===== config.mk =====
export PLATFORM = sky130hd
export DESIGN_NAME = csi2tx_four_lane_pkt_packer
export DESIGN_NICKNAME = d
export VERILOG_FILES = /design/src/rtl/csi2tx_four_lane_pkt_packer.sv
export SDC_FILE = /design/constraint.sdc
export NUM_CORES = 1
export LEC_CHECK = 0
export ABC_CLOCK_PERIOD_IN_PS = 2800
export CAP_MARGIN = 10
export CORE_MARGIN = 3
export CORE_UTILIZATION = 40
export DETAILED_ROUTE_END_ITERATION = 12
export MAX_ROUTING_LAYER = met4
export PLACE_DENSITY = 0.65
export SLEW_MARGIN = 5
export SYNTH_ARGS = -nofsm -noshare
export SYNTH_HDL_FRONTEND = slang
export SYNTH_SLANG_ARGS = --single-unit

===== constraint.sdc =====
create_clock -name txbyteclkhs -period 2.8 [get_ports txbyteclkhs]
set_input_delay 0.56 -clock txbyteclkhs [delete_from_list [all_inputs] [get_ports txbyteclkhs]]
set_output_delay 0.56 -clock txbyteclkhs [all_outputs]
set_load 0.01 [all_outputs]

===== src/rtl/csi2tx_four_lane_pkt_packer.sv =====
// rtl/csi2tx_four_lane_pkt_packer.sv - CSI-2 packet header/payload/CRC byte packer into 64-bit FIFO words
// Define CSI2TX_PKT_CRC_EN to build the payload CRC-16; otherwise both CRC bytes are sent as 8'h00.
module csi2tx_four_lane_pkt_packer #(
  parameter logic [5:0]  LONG_DT_MIN = 6'h10,
  parameter logic [15:0] CRC_SEED    = 16'hFFFF
) (
  input  logic        txbyteclkhs,
  input  logic        txbyteclkhs_rst,
  input  logic        pkt_start,
  output logic        pkt_ready,
  input  logic [7:0]  pkt_di,
  input  logic [15:0] pkt_wc,
  input  logic [7:0]  pkt_ecc,
  input  logic [31:0] pld_data,
  input  logic        pld_valid,
  output logic        pld_ready,
  input  logic        fifo_full,
  output logic        fifo_wr_en,
  output logic [63:0] fifo_wr_data,
  output logic        short_packet,
  output logic [16:0] validated_word_cnt,
  output logic        eop_wr,
  output logic        busy
);

  typedef enum logic [2:0] {
    S_IDLE, S_HDR, S_PLD, S_CRC, S_FLUSH, S_DONE
  } state_t;

  state_t      state_q, state_d;
  logic [95:0] acc_q, acc_d;
  logic [3:0]  cnt_q, cnt_d;
  logic [15:0] rem_q, rem_d;
  logic [31:0] hdr_q, hdr_d;
  logic        short_q, short_d;
  logic [16:0] vwc_q, vwc_d;

  logic        pld_fire;
  logic [3:0]  base;
  logic [2:0]  nb;
  logic [31:0] app_data;
  logic [31:0] app_mask;
  logic [95:0] shifted;
  logic [16:0] vwc_long;

`ifdef CSI2TX_PKT_CRC_EN
  logic [15:0] crc_q, crc_d;

  // Reflected CRC-16 (poly 0x1021 -> 0x8408), bytes LSB-first, first n bytes of d.
  function automatic logic [15:0] crc_upd(input logic [15:0] c, input logic [31:0] d,
                                          input logic [2:0] n);
    logic [15:0] r;
    logic        fb;
    r = c;
    for (int i = 0; i < 32; i++) begin
      if (i < 8 * int'(n)) begin
        fb = r[0] ^ d[i];
        r  = {1'b0, r[15:1]} ^ (fb ? 16'h8408 : 16'h0000);
      end
    end
    return r;
  endfunction
`else
  logic unused_crc_seed;
  assign unused_crc_seed = ^CRC_SEED;
`endif

  assign vwc_long = ({1'b0, pkt_wc} + 17'd9) >> 2;

  always_comb begin
    case (nb)
      3'd1:    app_mask = 32'h0000_00FF;
      3'd2:    app_mask = 32'h0000_FFFF;
      3'd3:    app_mask = 32'h00FF_FFFF;
      3'd4:    app_mask = 32'hFFFF_FFFF;
      default: app_mask = 32'h0000_0000;
    endcase
  end

  always_comb begin
    state_d  = state_q;
    acc_d    = acc_q;
    cnt_d    = cnt_q;
    rem_d    = rem_q;
    hdr_d    = hdr_q;
    short_d  = short_q;
    vwc_d    = vwc_q;
`ifdef CSI2TX_PKT_CRC_EN
    crc_d    = crc_q;
`endif
    app_data = 32'd0;
    nb       = 3'd0;

    pkt_ready    = (state_q == S_IDLE);
    busy         = (state_q != S_IDLE);
    fifo_wr_en   = !fifo_full && ((cnt_q >= 4'd8) || ((state_q == S_FLUSH) && (cnt_q != 4'd0)));
    fifo_wr_data = fifo_wr_en ? acc_q[63:0] : 64'd0;
    eop_wr       = fifo_wr_en && (state_q == S_FLUSH) && (cnt_q <= 4'd8);
    pld_ready    = (state_q == S_PLD) && (cnt_q <= 4'd4) && !fifo_full;
    pld_fire     = pld_ready && pld_valid;

    // New bytes land just above whatever survives this cycle's write.
    shifted = fifo_wr_en ? {64'd0, acc_q[95:64]} : acc_q;
    if (fifo_wr_en) base = (cnt_q > 4'd8) ? (cnt_q - 4'd8) : 4'd0;
    else            base = cnt_q;

    case (state_q)
      S_IDLE: begin
        if (pkt_start) begin
          hdr_d   = {pkt_ecc, pkt_wc, pkt_di};
          rem_d   = pkt_wc;
          short_d = (pkt_di[5:0] < LONG_DT_MIN);
          vwc_d   = (pkt_di[5:0] < LONG_DT_MIN) ? 17'd1 : vwc_long;
`ifdef CSI2TX_PKT_CRC_EN
          crc_d   = CRC_SEED;
`endif
          state_d = S_HDR;
        end
      end
      S_HDR: begin
        app_data = hdr_q;
        nb       = 3'd4;
        if (short_q)               state_d = S_FLUSH;
        else if (rem_q == 16'd0)   state_d = S_CRC;
        else                       state_d = S_PLD;
      end
      S_PLD: begin
        if (pld_fire) begin
          nb       = (rem_q >= 16'd4) ? 3'd4 : rem_q[2:0];
          app_data = pld_data;
          rem_d    = rem_q - {13'd0, nb};
`ifdef CSI2TX_PKT_CRC_EN
          crc_d    = crc_upd(crc_q, pld_data, nb);
`endif
          if (rem_q <= 16'd4) state_d = S_CRC;
        end
      end
      S_CRC: begin
`ifdef CSI2TX_PKT_CRC_EN
        app_data = {16'd0, crc_q};
`else
        app_data = 32'd0;
`endif
        nb       = 3'd2;
        state_d  = S_FLUSH;
      end
      S_FLUSH: begin
        if (eop_wr) state_d = S_DONE;
      end
      S_DONE: begin
        short_d = 1'b0;
        vwc_d   = 17'd0;
        state_d = S_IDLE;
      end
      default: state_d = S_IDLE;
    endcase

    acc_d = shifted | ({64'd0, app_data & app_mask} << {base, 3'b000});
    cnt_d = base + {1'b0, nb};
  end

  always_ff @(posedge txbyteclkhs) begin
    if (txbyteclkhs_rst) begin
      state_q <= S_IDLE;
      acc_q   <= 96'd0;
      cnt_q   <= 4'd0;
      rem_q   <= 16'd0;
      hdr_q   <= 32'd0;
      short_q <= 1'b0;
      vwc_q   <= 17'd0;
`ifdef CSI2TX_PKT_CRC_EN
      crc_q   <= 16'd0;
`endif
    end else begin
      state_q <= state_d;
      acc_q   <= acc_d;
      cnt_q   <= cnt_d;
      rem_q   <= rem_d;
      hdr_q   <= hdr_d;
      short_q <= short_d;
      vwc_q   <= vwc_d;
`ifdef CSI2TX_PKT_CRC_EN
      crc_q   <= crc_d;
`endif
    end
  end

  assign short_packet       = short_q;
  assign validated_word_cnt = vwc_q;

endmodule


==> impl_metrics.toml <==
[clock_network]
cts_root_buffer = "clkbuf_16"
numCtsBuffers = 17
clockBufferDepth = 2
hold_buffers = 0
post_cts_buffers = 0
clock_sinks = 167
tritoncts = "built"
clk_latency_ps = 430
clkTransAtPathRegs_ps = 80
h-tree-depth = 4

[floorplan]
rows = 55
die_w_um = 159
die_y_um = 159
initial_utilization = 0.409
coreArea_mm2 = 0.0228
pin_count = 156
dieArea_mm2 = 0.0251

[sta]
setup_viol_count_final = 0
max_freq_mhz = 370
fin_setup_tns_ps = 0
final-hold-violation-count = 0
post-route-min-period_ps = 2700
skew_ps = 12.3
rsz0062_at_grt = "true"
whs_ps = 447
slew_violations = 0
max_slew_margin = 0.523
fin_ws_ps = 100
worst_pin_slew_ps = 712
timing.final.crit_share = 0.964

[grt]
first_global_vias = 9312
grt_usage = 0.293
overflow = 0
antenna_found_initial = 0
grt_max_degree = 55
grt_pass1_wl_mm = 55.1

[synth]
synth_async_sr_flop_share = 0
synth-edff-count = 0
synth_xor_area_frac = 0.0141
synth_top_cell_by_area = "dfxtp_1"
synth.area.mux_share = 0.0269
synth.distinct_cells = 82
synth_fa_ha_area_frac = 0.00538
postSynthCellCount = 1133
syn_avg_cell_area_um2 = 8.22
synth.area.top_cells = "dfxtp_1 36%, nand2_1 7.2%, and2_1 5.5%"
ys_seq_area_frac = 0.359
yosys_warnings = 0
ys_seq_elements = 167
synth_top_family_by_area = "compound AO/OA/AOI/OAI gates"
synth_area_mm2 = 0.00931
synth.top_cell.area_share = 0.359
synth-simple-area-share = 0.248
ys.flop_type = "dfxtp_1"
synth_compound_area_frac = 0.297

[worst_hold_path]
holdPathStages = 2
min_to = "acc_q[59]"
holdCritStartpoint = "acc_q[59]"
hold_class = "reg2reg"

[placement]
port-buffer-count = 153
place_ws_ps = -199
gp_congestion = 1.06
dp_hpwl_mm = 26.7
dp_cells = 1656

[setup_path]
r2r_end = "acc_q[70]"
critPathCaptureType = "flop"
worst_setup_path_start_kind = "flop"
arrival_ps = 3020
reg2reg_depth = 8
rrSetupSlack_ps = 100
crit_required_ps = 3120
path_class = "reg2reg"
cp_max_fo = 10
timing.rr.start = "rem_q[12]"

[power]
power.density_mw_per_mm2 = 724
ir_drop_mv = 0.461
p_leak_nw = 4.98

[cells_and_area]
fillers = 2175
fin_util = 0.558
insertedDiodeCount = 0
multi_input_area_mm2 = 0.00562
drive_gt1_frac = 0.182
fin_cells = 1689
syn_to_final_growth_pct = 36.5
nNetsFinal = 1437
ff_latch_area_mm2 = 0.00334

[drt]
via_per_inst = 5.90
drtPass1Iterations = 7
drc_errors = 0
routedWlPerCell_um = 21.1
drtAntennaViolNets = 0
drt_iter0_drc = 841
num_vias = 9969
routed_wl_mm = 35.6

[outcome]
outcome = "finished clean"

[flow_run]
drv_cap = 0
-- metrics by stage --
step	cell area, um^2	power (mW)
finish	12700	9.20
detailed placement	12100	6.76
floorplan	9310	5.10
global placement	12100	6.73
CTS	12700	9.12
global route	12700	9.69
-- repair_timing --
action	CTS	global route
endpoints found under the setup margin	67	39
gates resized for setup	77	29
pin swaps	0	1
gates cloned	2	0
-- worst max path at each step --
stage | start | to | slack, ps | depth (start not counted)
global route | rem_q[7] | cnt_q[3] | -10 | 8
global placement | pld_valid | acc_q[13] | -200 | 10
floorplan | rem_q[7] | cnt_q[3] | 90 | 9
CTS | fifo_full | fifo_wr_data[42] | 20 | 7
finish | rem_q[12] | acc_q[70] | 100 | 8
detailed placement | pld_valid | acc_q[28] | -200 | 8
-- synth_stat cells, types with 3 or more instances --
library cell,count
nor3b_4,3
a31oi_1,13
nor3b_1,5
o21ai_0,37
nor3_2,6
and2_1,82
o32ai_2,7
a21oi_1,63
nand2b_1,5
or2_2,9
nor2_1,67
buf_1,6
xnor2_1,12
a22oi_2,7
or3b_2,3
inv_1,11
buf_6,3
buf_4,6
and4_1,8
nor3_1,19
mux2i_1,25
or3_1,12
o32ai_1,10
xor2_1,3
nor4_1,13
dfxtp_1,167
o22ai_1,41
or4_1,3
a22oi_1,28
a221o_1,36
a221oi_1,15
o21ai_1,11
o211ai_1,8
o221ai_1,8
a22o_1,24
o31ai_1,6
nand3_1,10
o2bb2ai_1,22
buf_2,20
clkbuf_1,57
nand4_1,3
o21a_1,3
nand2_1,179
ha_1,4
nor2b_1,6
-- critical path: stages (launching register included) --
cell and delay (ps):
dfxtp_1 360, or4_1 640, nor2_4 220, a21boi_4 100, buf_12 150, buf_4 140, a22oi_1 470, o22ai_1 160
a221o_1 340
-- area by class of cell --
| cell class | count | share of cell area |
|---|---|---|
| timing repair buffer | 303 | 0.216 |
| tap | 313 | 0.0308 |
| sequential | 167 | 0.263 |
| clock buffer | 17 | 0.0335 |
| inverter | 11 | 0.00364 |
| multi-input combinational | 864 | 0.442 |
| clock inverter | 14 | 0.0107 |
-- kinds of logic after synthesis --
family                   after synthesis
AO/OA/AOI/OAI                        368
flip-flops                           167
adder cells (fa/ha/maj)                4
multiplexers                          25
buffers and inverters                103
AND/OR/NAND/NOR                      449
XOR/XNOR                              15
other                                  2
-- state kept, by name, summed over array words and instances, names as in the netlist --
| name | cells |
|---|---|
| validated_word_cnt | 15 |
| hdr_q | 32 |
| rem_q | 16 |
| acc_q | 96 |
| state_q | 3 |
| cnt_q | 4 |
| short_packet | 1 |
-- cells in the final DEF, fill, tap and decap left out, drive strengths merged, types with 8 or more instances in the layout --
cell type	count
nand2	180
dfxtp	167
buf	151
clkdlybuf4s50	86
and2	82
nor2	69
a21oi	63
dlygate4sd2	51
o21ai	49
o22ai	41
a221o	36
a22oi	35
nor3	27
mux2i	25
a22o	24
clkbuf	23
o2bb2ai	22
inv	18
o32ai	17
a221oi	15
a31oi	14
nor4	14
or3	12
xnor2	12
or2	11
nand3	10
clkdlybuf4s15	9
o211ai	9
nor3b	9
and4	8
o221ai	8
-- report_power, final --
part / internal [mW] / switching (mW)
registers: 2.66 / 0.274
logic: 1.62 / 2.35
clock network: 1.18 / 1.12
-- per-layer routing --
metal  GRT usage  wire length, um  vias up  share of wire
li1            -                -     4673              -
met1       0.397            15500     4693           0.44
met2       0.421            15500      509           0.44
met3      0.0685             3110       94          0.087
met4       0.116             1500        0          0.042
met5           -                0        -              0
(Power assumes the default switching activity.)
